--- config.mk ---
export PLATFORM = sky130hd
export DESIGN_NAME = serial_subtractor
export DESIGN_NICKNAME = d
export VERILOG_FILES = /design/src/rtl/serial_sub_pkg.sv /design/src/rtl/serial_fa_cell.sv /design/src/rtl/serial_subtractor.sv
export SDC_FILE = /design/constraint.sdc
export NUM_CORES = 1
export LEC_CHECK = 0
export CORE_MARGIN = 2
export CORE_UTILIZATION = 32
export DETAILED_ROUTE_END_ITERATION = 12
export GPL_TIMING_DRIVEN = 0
export PLACE_DENSITY_LB_ADDON = 0.15
export SETUP_SLACK_MARGIN = 0.15
export SLEW_MARGIN = 25
export SYNTH_ARGS = -nofsm -noshare
export SYNTH_HDL_FRONTEND = slang
export SYNTH_SLANG_ARGS = --single-unit
--- constraint.sdc ---
create_clock -name clk -period 1.55 [get_ports clk]
set_clock_uncertainty 0.1 [all_clocks]
set_input_delay 0.31 -clock clk [delete_from_list [all_inputs] [get_ports clk]]
set_output_delay 0.31 -clock clk [all_outputs]
set_load 0.1 [all_outputs]
--- src/rtl/serial_sub_pkg.sv ---
`default_nettype none
// +----------------------------------------------------------------------+
// | Package     : serial_sub_pkg                                         |
// | Description : Shared constants for the bit-serial subtractor         |
// |               (state encoding and default operand width).            |
// | Revision    : 1.0 - initial release                                  |
// +----------------------------------------------------------------------+
package serial_sub_pkg;

  // Default operand/result width
  localparam int SS_WIDTH_DEFAULT = 8;

  // Control FSM state encoding
  typedef logic [1:0] state_t;
  localparam logic [1:0] ST_IDLE = 2'd0;
  localparam logic [1:0] ST_RUN  = 2'd1;
  localparam logic [1:0] ST_DONE = 2'd2;

endpackage : serial_sub_pkg
`default_nettype wire

--- src/rtl/serial_fa_cell.sv ---
`default_nettype none
// +----------------------------------------------------------------------+
// | Module      : serial_fa_cell                                         |
// | Description : 1-bit combinational full adder used as the serial      |
// |               datapath of serial_subtractor.                         |
// | Revision    : 1.0 - initial release                                  |
// +----------------------------------------------------------------------+
module serial_fa_cell (
  input  logic x_i,
  input  logic y_i,
  input  logic cin_i,
  output logic s_o,
  output logic cout_o
);

  // Sum and majority carry
  always_comb begin
    s_o    = x_i ^ y_i ^ cin_i;
    cout_o = (x_i & y_i) | (x_i & cin_i) | (y_i & cin_i);
  end

endmodule : serial_fa_cell
`default_nettype wire

--- src/rtl/serial_subtractor.sv ---
`default_nettype none
// +----------------------------------------------------------------------+
// | Module      : serial_subtractor                                      |
// | Description : LSB-first bit-serial subtractor, r = a + ~b + 1, with  |
// |               valid/ready handshake on input and output. Produces    |
// |               unsigned borrow and signed overflow flags.             |
// |               Optional macro SERIAL_SUBTRACTOR_SAT_EN saturates the  |
// |               result to the signed limit on overflow.                |
// | Revision    : 1.0 - initial release                                  |
// +----------------------------------------------------------------------+
module serial_subtractor
  import serial_sub_pkg::*;
#(
  parameter int WIDTH = SS_WIDTH_DEFAULT
) (
  input  logic             clk,
  input  logic             rst_n,
  input  logic             in_valid,
  output logic             in_ready,
  input  logic [WIDTH-1:0] a,
  input  logic [WIDTH-1:0] b,
  output logic             out_valid,
  input  logic             out_ready,
  output logic [WIDTH-1:0] result,
  output logic             overflow,
  output logic             borrow
);

  localparam int             CNT_W    = $clog2(WIDTH) + 1;
  localparam logic [CNT_W-1:0] CNT_LAST = CNT_W'(WIDTH - 1);

`ifdef SERIAL_SUBTRACTOR_SAT_EN
  localparam logic [WIDTH-1:0] SAT_MAX = {1'b0, {(WIDTH-1){1'b1}}};
  localparam logic [WIDTH-1:0] SAT_MIN = {1'b1, {(WIDTH-1){1'b0}}};
`endif

  state_t           state_q, state_d;
  logic [WIDTH-1:0] sa_q, sa_d;
  logic [WIDTH-1:0] sb_q, sb_d;
  logic [WIDTH-1:0] res_q, res_d;
  logic [CNT_W-1:0] cnt_q, cnt_d;
  logic             carry_q, carry_d;
  logic             asgn_q, asgn_d;
  logic             bsgn_q, bsgn_d;
  logic             ovf_q, ovf_d;
  logic             brw_q, brw_d;

  logic             fa_s;
  logic             fa_co;

  serial_fa_cell u_fa (
    .x_i    (sa_q[0]),
    .y_i    (sb_q[0]),
    .cin_i  (carry_q),
    .s_o    (fa_s),
    .cout_o (fa_co)
  );

  // Next-state logic: capture operands, process one bit per RUN cycle, hold in DONE
  always_comb begin
    state_d = state_q;
    sa_d    = sa_q;
    sb_d    = sb_q;
    res_d   = res_q;
    cnt_d   = cnt_q;
    carry_d = carry_q;
    asgn_d  = asgn_q;
    bsgn_d  = bsgn_q;
    ovf_d   = ovf_q;
    brw_d   = brw_q;
    case (state_q)
      ST_IDLE: begin
        if (in_valid) begin
          sa_d    = a;
          sb_d    = ~b;
          carry_d = 1'b1;          // the +1 of the two's complement
          cnt_d   = '0;
          asgn_d  = a[WIDTH-1];
          bsgn_d  = b[WIDTH-1];
          ovf_d   = 1'b0;
          brw_d   = 1'b0;
          state_d = ST_RUN;
        end
      end
      ST_RUN: begin
        sa_d    = sa_q >> 1;
        sb_d    = sb_q >> 1;
        carry_d = fa_co;
        res_d   = {fa_s, res_q[WIDTH-1:1]};
        cnt_d   = cnt_q + 1'b1;
        if (cnt_q == CNT_LAST) begin
          // fa_s is the result MSB and fa_co the final carry on this cycle
          brw_d   = ~fa_co;
          ovf_d   = (asgn_q != bsgn_q) & (fa_s != asgn_q);
`ifdef SERIAL_SUBTRACTOR_SAT_EN
          if ((asgn_q != bsgn_q) && (fa_s != asgn_q)) begin
            res_d = asgn_q ? SAT_MIN : SAT_MAX;
          end
`endif
          state_d = ST_DONE;
        end
      end
      ST_DONE: begin
        if (out_ready) begin
          state_d = ST_IDLE;
        end
      end
      default: begin
        state_d = ST_IDLE;
      end
    endcase
  end

  // State registers with asynchronous active-low reset; partial work is discarded
  always_ff @(posedge clk or negedge rst_n) begin
    if (!rst_n) begin
      state_q <= ST_IDLE;
      sa_q    <= '0;
      sb_q    <= '0;
      res_q   <= '0;
      cnt_q   <= '0;
      carry_q <= 1'b1;
      asgn_q  <= 1'b0;
      bsgn_q  <= 1'b0;
      ovf_q   <= 1'b0;
      brw_q   <= 1'b0;
    end else begin
      state_q <= state_d;
      sa_q    <= sa_d;
      sb_q    <= sb_d;
      res_q   <= res_d;
      cnt_q   <= cnt_d;
      carry_q <= carry_d;
      asgn_q  <= asgn_d;
      bsgn_q  <= bsgn_d;
      ovf_q   <= ovf_d;
      brw_q   <= brw_d;
    end
  end

  // Output decode
  always_comb begin
    in_ready  = (state_q == ST_IDLE);
    out_valid = (state_q == ST_DONE);
    result    = res_q;
    overflow  = ovf_q;
    borrow    = brw_q;
  end

endmodule : serial_subtractor
`default_nettype wire

# Yosys cells after proc, flatten, opt, wreduce, memory -nomap -nowiden
# Index checks and enable logic that the tools add are counted.
# totals
ff_bits	35
inputBits	20
output_inout_bits	12
wordCells	52
# op_classes
add_sub_neg	1
eq_ne	8
mux	17
bitwise	10
n_reduce_logical	6
# op_table
cell	n
$pmux 8 s2	2
$mux 8	2
$not 8->8	1
$pmux 4 s2	1
$mux 2	3
$pmux 1 s2	3
$pmux 2 s3	1
$reduce_and 3->1	2
$add 4x1->4 const B	1
$and 1x1->1	4
$eq 4x3->1 const B	1
$mux 1	4
$mux 4	1
$ne 2x2->1 const B	2
$reduce_and 2->1	2
$eq 2x1->1 const B	1
$eq 2x2->1 const B	1
$logic_not 2->1	1
$ne 1x1->1	2
$ne 2x1->1 const B	1
$or 1x1->1	2
$reduce_bool 2->1	1
$xor 1x1->1	2
$not 1->1	1

# Depth between registers and ports, before layout
# Gate-level depths: netlist of the first run.
# depth
word_depth	6
mapped_depth	5
depth_no_buf	4

# Hierarchy
# A second synthesis of the first run with hierarchy kept.
# hier_totals
cells_unflattened	156
hier_area_um2	1581.5
# modules_own_cells
module	instances	cells_per_inst	area_each_um2	seq_area_each_um2
serial_subtractor	1	155	1561.5	877.1
serial_fa_cell	1	1	20.0	0.0

# Worst setup path before layout of the first run
# OpenSTA, ideal clock, no wires.
# synth_timing
kind	flip-flop to flip-flop
startpoint	register state_q[0]
endpoint	register sa_q[7]
setup_ps	65
arrival_ps	2098
required_ps	1385
slack_ps	-714
path_stages_with_launch	4
path_buffers	0
synth_period_minus_slack_ps	2264
path_cell_list	dfrtp_1 nor2_1 and2_1 a22o_1
# synth_between
elab_chain_cells	3
elab_cells_between_ends	6
classes_between	2 x eq/ne; 1 x mux; 3 x reduce/logical
# synth_lines
item	line	text
start: declaration	serial_subtractor.sv:37	state_t state_q, state_d;
start signal: assignment	serial_subtractor.sv:128	state_q <= state_d;
$logic_not 2->1 (*)	-	
net in_ready	serial_subtractor.sv:19	output logic in_ready,
$ne 2x2->1 (no line) / $reduce_bool 2->1 (equally long branches)	-	
$reduce_and 2->1 (no line)	-	
end signal: assignment	serial_subtractor.sv:118	sa_q <= '0;
end signal: assignment	serial_subtractor.sv:129	sa_q <= sa_d;
end: declaration	serial_subtractor.sv:38	logic [WIDTH-1:0] sa_q, sa_d;
# Mark *: on every way through the listed nets, which the timed path passes. The rest lies on a longest branch.
# A chain may end at the register's enable or synchronous reset.

# Final worst setup path of the first run
# layout_timing
startpoint	register carry_q
endpoint	register ovf_q (netlist: overflow)
# layout_between
elab_chain_cells	5
# layout_lines
item	line	text
start: declaration	serial_subtractor.sv:42	logic carry_q, carry_d;
start signal: assignment	serial_subtractor.sv:133	carry_q <= carry_d;
$xor 1x1->1	serial_fa_cell.sv:18	s_o = x_i ^ y_i ^ cin_i;
net fa_s	serial_subtractor.sv:48	logic fa_s;
$ne 1x1->1	serial_subtractor.sv:94	ovf_d = (asgn_q != bsgn_q) & (fa_s != asgn_q);
$and 1x1->1	serial_subtractor.sv:94	
$mux 1	serial_subtractor.sv:91	if (cnt_q == CNT_LAST) begin
$pmux 1 s2	serial_subtractor.sv:71	case (state_q)
end signal: assignment	serial_subtractor.sv:136	ovf_q <= ovf_d;
end: declaration	serial_subtractor.sv:45	logic ovf_q, ovf_d;
# The timed path passes the listed nets, and every way through them passes these cells. The select of a mux whose other input is x is not followed.

==> results of run 1 <==
-- where the power goes --
part           switching [uW]  total, uW  internal (uW)
clock                     343        747            404
sequential                404       1760           1350
combinational            2040       3490           1450
-- logic make-up (layout without fill, tap and decap cells) --
family / after synthesis / count (layout) / synth area share (%)
adder cells (fa/ha/maj): 2 / 2 / 2.07
flip-flops: 35 / 35 / 55.7
AND/OR/NAND/NOR: 71 / 71 / 20.5
buffers and inverters: 10 / 61 / 3.50
AO/OA/AOI/OAI: 28 / 29 / 11.2
multiplexers: 10 / 10 / 7.00
-- what timing repair did --
| item | in CTS | in global routing |
|---|---|---|
| endpoints found under the setup margin | 45 | 39 |
| gates cloned | 0 | 3 |
| pin swaps | 0 | 25 |
| hold endpoints to repair | 11 | 0 |
| buffers inserted | 3 | 5 |
| resized for setup | 93 | 60 |
| hold buffers | 1 | 0 |
-- cells in the final DEF, fill, tap and decap left out, drive strengths merged, types with 2 or more instances in the layout --
cell type and n:
mux2 2, mux2i 8, and2 9, dfrtp 34, o21bai 2, o21ai 14
clkbuf 10, a21oi 2, buf 29, nor3b 2, clkdlybuf4s50 17, nand2 43
nor2 9, o31ai 7, inv 2, and3b 2, a22o 2, nor2b 2
-- flip-flops by register name, summed over array words and instances, names as in the netlist --
name and count:
sb_q 8, overflow 1, borrow 1, bsgn_q 1, sa_q 8, asgn_q 1, state_q 2, carry_q 1
cnt_q 4, result 8
-- metrics by stage --
step / hold slack [ns] / total power (uW)
finish: 0.364 / 5990
global placement: 0.360 / 4210
CTS: 0.373 / 5210
detailed placement: 0.127 / 4320
global route: 0.389 / 6340
floorplan: -0.0856 / 3630
-- final timing paths --
check                           end     from  depth (start not counted)
min in group clk            carry_q  carry_q                          2
max reg2reg                overflow  carry_q                          4
max                        overflow  carry_q                          4
min                        cnt_q[1]    rst_n                          2
max in group asynchronous   carry_q    rst_n                          3
min reg2reg                 carry_q  carry_q                          2
-- final cells by class --
class | instances | area [um^2] | area share [%]
multi-input combinational | 112 | 840 | 33.5
sequential | 35 | 882 | 35.3
timing repair buffer | 43 | 495 | 19.8
clock buffer | 7 | 96.3 | 3.85
buffer | 8 | 90.1 | 3.60
inverter | 2 | 7.51 | 0.300
clock inverter | 1 | 7.51 | 0.300
tap | 67 | 83.8 | 3.35
-- synth_stat cells, drive strengths merged, types with 2 or more instances --
master / n
a21oi: 2
and3b: 2
a22o: 2
dfrtp: 34
nor2: 9
buf: 8
o31ai: 7
nor3b: 2
nand2: 43
nor2b: 2
o21ai: 14
inv: 2
mux2: 2
and2: 9
mux2i: 8
-- routing by layer --
layer	vias up	routed length, um	global-route usage (%)
li1	625	-	-
met1	613	1610	17.0
met2	27	2080	24.8
met3	5	155	3.52
met4	0	44	5.45
met5	-	0	0
-- worst reg2reg max path, delay by kind of cell, from the launching register on --
kind            cells  cell delay [ns]
compound gates      2             0.26
fa+ha+maj           1             0.44
flops               1             0.55
simple gates        1             0.19
==> out/metrics.csv, run 1 <==
metric,value,unit
synth_area_leaders,"dfrtp_1 (54%), nand2_1 (10%), mux2i_1 (5.1%)",
synth_ff_type,dfrtp_1,
crit_family,flip-flops,
arrival,1.73,ns
min_period,1.66,ns
synth_top_area_cell,dfrtp_1,
fin_cells,275,
p_leak,0.00116,uW
cts_root_buffer,clkbuf_8,
nets,229,
io_buffers,31,
ys_types,28,
hold_class,primary input to asynchronous set/reset pin,
netlist_instances,156,
h-tree-depth,2,
coreArea,0.00472,mm^2
cpPeakStageDelay,0.55,ns
violations,setup timing,
ys_seq_area_share,55.7,%
start_kind,register,
critPathBufInv,0,
critical_path.slowest_cell,dfstp_2,
ys_seq_elements,35,
initial_core_util,33.3,%
synth_top_area_share,54.1,%
drt_iter0_drc,111,
routed_via_density,4.62,
ios,32,
worst_pin_slew,0.336,ns
clk_path_buf_depth,2,
cts.sinks,35,
final.setup.tns,-0.137,ns
antenna_found_initial,0,
synth-async-reset-ratio,100,%
dpl.hpwl,2540,um
finalHoldViolations,0,
diodes,0,
fill_cells,434,
gp_congestion,0.708,
antenna_left,0,
crit_required,1.62,ns
cts_tree,built,
wl_per_cell,14.1,um
endpoint_kind,register,
syn_area,0.00157,mm^2
route.detailed.drc,0,
crit_fanout,3,
worst_slack,-0.110,ns
clk_pin_slew_worst_paths,0.08,ns
drive_gt1_share,40.4,%
grt_max_degree,25,
synth-edff-count,0,
maxCapViolCount,0,
num_rows,25,
place_area,0.00201,mm^2
power-per-cell-area,2390,mW/mm^2
place_ws,-0.669,ns
fin_crit_sh,107,%
dpl.cell_count,255,
gr-usage-all-layers,14.3,%
die_h,74.1,um
setup_violations,2,
fin_util,53.0,%
grt_pass1_vias,1244,
status,"complete, but fails checks",
crit_chain,fa_1 > and3b_1 > o211ai_1 > o21ai_1,
die_area,0.00550,mm^2
drv_slew,0,
rrSetupSlack,-0.11,ns
cts_buffers,5,
grt_first_pass_wirelength,5840,um
syn_area_per_cell,10.1,um^2
rsz0062_at_grt,true,
ir_drop,1070,uV
clkLatencyLatePin,0.29,ns
die_w,74.1,um
crit_type,register to register,
wirelength,3890,um
synth_fp_nets,178,
first_pass_iters,4,
ys_warn_count,0,
slew-limit-headroom,77.6,%
fmax,603,MHz
area_growth,59.0,%
stdcell_area,0.00250,mm^2
num_vias,1270,
grt_overflow_total,0,
Note: power is estimated with default switching activity, not from simulation.
==> run 2, diff against run 1 <==
Settings changed: SKIP_CTS_REPAIR_TIMING set to 1.
==> out/metrics.csv, run 2 (same netlist as run 1, synthesis figures left out) <==
metric,value,unit,change
num_rows,25,,unchanged
gp_congestion,0.708,,unchanged
grt_overflow_total,0,,unchanged
grt_first_pass_wirelength,5730,um,-1.8%
io_buffers,31,,unchanged
fin_crit_sh,110,%,+3.1 points
stdcell_area,0.00258,mm^2,+3.0%
endpoint_kind,register,,
initial_core_util,33.3,%,unchanged
nets,233,,+1.7%
start_kind,register,,
cts_root_buffer,clkbuf_8,,
route.detailed.drc,0,,unchanged
power_switching,2830,uW,+1.5%
clkPwrFrac,12.1,%,-0.4 points
ios,32,,unchanged
netSwitchingFraction,45.9,%,-0.58 points
place_ws,-0.669,ns,unchanged
coreArea,0.00472,mm^2,unchanged
area_growth,63.8,%,
dpl.hpwl,2540,um,unchanged
cts_tree,built,,
violations,setup timing,,
rrSetupSlack,-0.16,ns,-0.05 ns
wl_per_cell,14.6,um,+3.5%
clkLatencyLatePin,0.29,ns,about the same
intPower,3330,uW,+3.9%
power_frac_comb,59.9,%,+1.7 points
reg2reg_depth,4,,unchanged
ir_drop,1010,uV,-5.5%
p_leak,0.00120,uW,+3.4%
diodes,0,,unchanged
die_w,74.1,um,unchanged
crit_required,1.62,ns,about the same
fin_util,54.6,%,+1.6 points
grt_pass1_vias,1215,,-2.3%
power.total,6160,uW,+2.8%
p_seq_share,27.9,%,-1.4 points
worst_pin_slew,0.341,ns,+0.00547 ns
die_h,74.1,um,unchanged
timing.rr.start,carry_q,,
arrival,1.77,ns,+0.04 ns
die_area,0.00550,mm^2,unchanged
clk_path_buf_depth,2,,unchanged
min_period,1.71,ns,+0.0482 ns
hold_class,primary input to asynchronous set/reset pin,,
antenna_found_initial,0,,unchanged
wirelength,4090,um,+5.0%
finalHoldViolations,0,,unchanged
final_common_cell,nand2_1,,
clk_pin_slew_worst_paths,0.07,ns,about the same
drv_slew,0,,unchanged
rsz0062_at_grt,true,,
cts.sinks,35,,unchanged
crit_type,register to register,,
slew-limit-headroom,77.3,%,-0.36 points
gr-usage-all-layers,13.9,%,-0.35 points
h-tree-depth,2,,unchanged
final_cell_mix,"nand2_1 (34), dfrtp_1 (32), clkdlybuf4s50_1 (17)",,
antenna_left,0,,unchanged
setup_violations,4,,+2
grt_max_degree,25,,unchanged
place_area,0.00201,mm^2,unchanged
power-per-cell-area,2390,mW/mm^2,-0.25%
first_pass_iters,4,,unchanged
cts_buffers,5,,unchanged
crit_fanout,3,,unchanged
hold_slack,0.362,ns,-0.00239 ns
worst_slack,-0.158,ns,-0.0482 ns
fmax,585,MHz,-2.8%
routed_via_density,4.75,,+2.8%
drive_gt1_share,37.3,%,-3.1 points
num_vias,1324,,+4.3%
maxCapViolCount,0,,unchanged
r2r-end,overflow,,
drt_iter0_drc,89,,-20%
status,"complete, but fails checks",,
-- run 2: cell count changes in the layout (fill, tap and decap cells not counted), sizes merged --
cell          previous run  this run
buf                     29        33
dlygate4sd2              1         0
dlymetal6s2s             0         1
-- run 2: worst max path at each step --
stage | startpoint | end | slack [ns] | depth (start not counted)
3_3_place_gp | rst_n | state_q[0] | -0.81 | 1
5_1_grt | carry_q | overflow | -0.18 | 4
6_report | carry_q | overflow | -0.16 | 4
4_1_cts | state_q[1] | out_valid | -0.98 | 2
2_1_floorplan | carry_q | overflow | 0.0002 | 4
3_5_place_dp | state_q[1] | out_valid | -0.67 | 2
-- run 2: through the flow --
| step | setup TNS, ns | cells |
|---|---|---|
| after global routing | -0.585 | 279 |
| after detailed placement | -9.03 | 255 |
| after CTS | -8.72 | 263 |
| after floorplan | 0 | 156 |
| after global placement | -32.06 | 254 |
| final | -0.341 | 279 |
-- run 2: power groups by stage --
stage | Combinational (uW) | Clock [uW] | Sequential (uW)
floorplan | 1180 | 0 | 2450
global placement | 2570 | 0 | 1640
detailed placement | 2650 | 0 | 1670
CTS | 2650 | 758 | 1660
global route | 3910 | 809 | 1780
finish | 3690 | 746 | 1720
-- run 2: area by class of cell --
type	count	area (um^2)
fillers	405	2140
clock inverters	1	7.51
repair buffers	47	542
well taps	67	83.8
inverters	2	7.51
multi-input cells	112	843
flip-flops and latches	35	880
plain buffers	8	119
clock buffers	7	96.3
-- run 2: worst max-delay path, stage by stage, from the launching register on --
cell      delay [ns]
dfstp_2         0.55
fa_1            0.44
and3b_1         0.19
o211ai_1        0.19
o21ai_1         0.11
-- run 2: routing by layer --
| layer | global-route usage, % | wire [um] |
|---|---|---|
| met2 | 23.3 | 2180 |
| met4 | 5.45 | 49 |
| met3 | 3.52 | 152 |
| met1 | 17.3 | 1700 |
| met5 | 0 | 0 |
==> run 3, diff against run 2 <==
Settings changed: CORE_UTILIZATION 32 to 45.
==> out/metrics.csv, run 3 (same netlist as run 1, synthesis figures left out) <==
metric,value,unit,change
status,"complete, but fails checks",,
violations,setup timing,,
drive_gt1_share,42.5,%,+5.2 points
io_buffers,31,,unchanged
dpl.cell_count,234,,-8.2%
diodes,0,,unchanged
min_period,1.69,ns,-0.0154 ns
start_kind,register,,
crit_fanout,3,,unchanged
crit_type,register to register,,
rrSetupSlack,-0.14,ns,+0.02 ns
hold_class,primary input to asynchronous set/reset pin,,
r2r-end,overflow,,
power.total,6200,uW,+0.73%
ios,32,,unchanged
grt_pass1_vias,1138,,-6.3%
first_pass_iters,6,,+2
dpl.hpwl,2280,um,-10%
rsz0062_at_grt,true,,
fmax,591,MHz,+0.91%
die_area,0.00399,mm^2,-27%
fill_cells,232,,-43%
coreArea,0.00334,mm^2,-29%
cts.sinks,35,,unchanged
final_cell_mix,"nand2_1 (34), dfrtp_1 (32), buf_6 (18)",,
cts_root_buffer,clkbuf_4,,
slew-limit-headroom,81.4,%,+4.1 points
finalHoldViolations,0,,unchanged
maxCapViolCount,0,,unchanged
antenna_found_initial,0,,unchanged
worst_slack,-0.143,ns,+0.0154 ns
die_h,63.1,um,-15%
clkLatencyLatePin,0.33,ns,+0.04 ns
wirelength,4220,um,+3.3%
fin_cells,265,,-5.0%
grt_max_degree,28,,+12%
routed_via_density,5.23,,+10%
worst_pin_slew,0.279,ns,-0.0627 ns
h-tree-depth,2,,unchanged
reg2reg_depth,4,,unchanged
num_rows,21,,-16%
arrival,1.82,ns,+0.05 ns
gr-usage-all-layers,16.7,%,+2.8 points
place_ws,-0.632,ns,+0.0368 ns
p_leak,0.00121,uW,+1.2%
nets,240,,+3.0%
area_growth,64.3,%,
die_w,63.1,um,-15%
setup_violations,20,,+16
drv_slew,0,,unchanged
route.detailed.drc,0,,unchanged
drt_iter0_drc,38,,-57%
grt_first_pass_wirelength,5110,um,-11%
num_vias,1386,,+4.7%
final_common_cell,nand2_1,,
grt_overflow_total,0,,unchanged
power-per-cell-area,2400,mW/mm^2,+0.44%
fin_crit_sh,109,%,-1.0 points
cts_tree,built,,
clk_pin_slew_worst_paths,0.11,ns,+0.04 ns
cts_buffers,5,,unchanged
endpoint_kind,register,,
antenna_left,0,,unchanged
gp_congestion,0.776,,+9.6%
clk_path_buf_depth,2,,unchanged
initial_core_util,47.2,%,+14 points
ir_drop,956,uV,-5.3%
crit_required,1.67,ns,+0.05 ns
timing.rr.start,carry_q,,
wl_per_cell,15.9,um,+8.8%
==> run 3: metrics by stage <==
step | TNS, ns | hold WS [ns] | area (um^2) | util [%]
floorplan | 0 | -0.0856 | 1600 | -
global route | -2.28 | 0.279 | 2590 | 77.5
detailed placement | -8.57 | 0.0890 | 1980 | 59.3
CTS | -9.23 | -0.279 | 2050 | 61.4
finish | -0.946 | 0.258 | 2590 | 77.5
global placement | -29.76 | 0.357 | 1960 | 58.9
==> run 3: worst max-delay path by stage <==
stage	start	end	slack (ns)	cells past startpoint
finish	carry_q	overflow	-0.14	4
global route	carry_q	overflow	-0.21	4
CTS	state_q[1]	out_valid	-1.02	2
detailed placement	state_q[1]	out_valid	-0.63	2
global placement	rst_n	state_q[0]	-0.75	1
floorplan	carry_q	overflow	0.0002	4
==> run 3: worst max-delay path: stages (launching register included) <==
cell,delay (ns)
dfstp_2,0.57
fa_1,0.43
and3b_1,0.20
o211ai_1,0.19
o21ai_1,0.10
==> run 3: layout make-up <==
type,instances,area [um^2],share of cell area (%)
Multi-Input combinational cell,112,827,32.0
Tap cell,46,57.6,2.23
Sequential cell,35,880,34.0
Inverter,2,7.51,0.290
Clock buffer,8,68.8,2.66
Buffer,8,90.1,3.48
Timing Repair Buffer,54,656,25.4
==> run 3: power breakdown <==
group          switching, uW  internal (uW)
sequential               420           1350
clock                    305            267
combinational           2140           1730
total                   2870           3340
==> run 3: metal layers <==
layer,routed length [um],vias to the layer above,track usage (%)
met5,0,-,0
met4,99,0,7.78
met3,197,14,3.75
met2,2270,46,27.9
met1,1650,672,20.6
li1,-,654,-
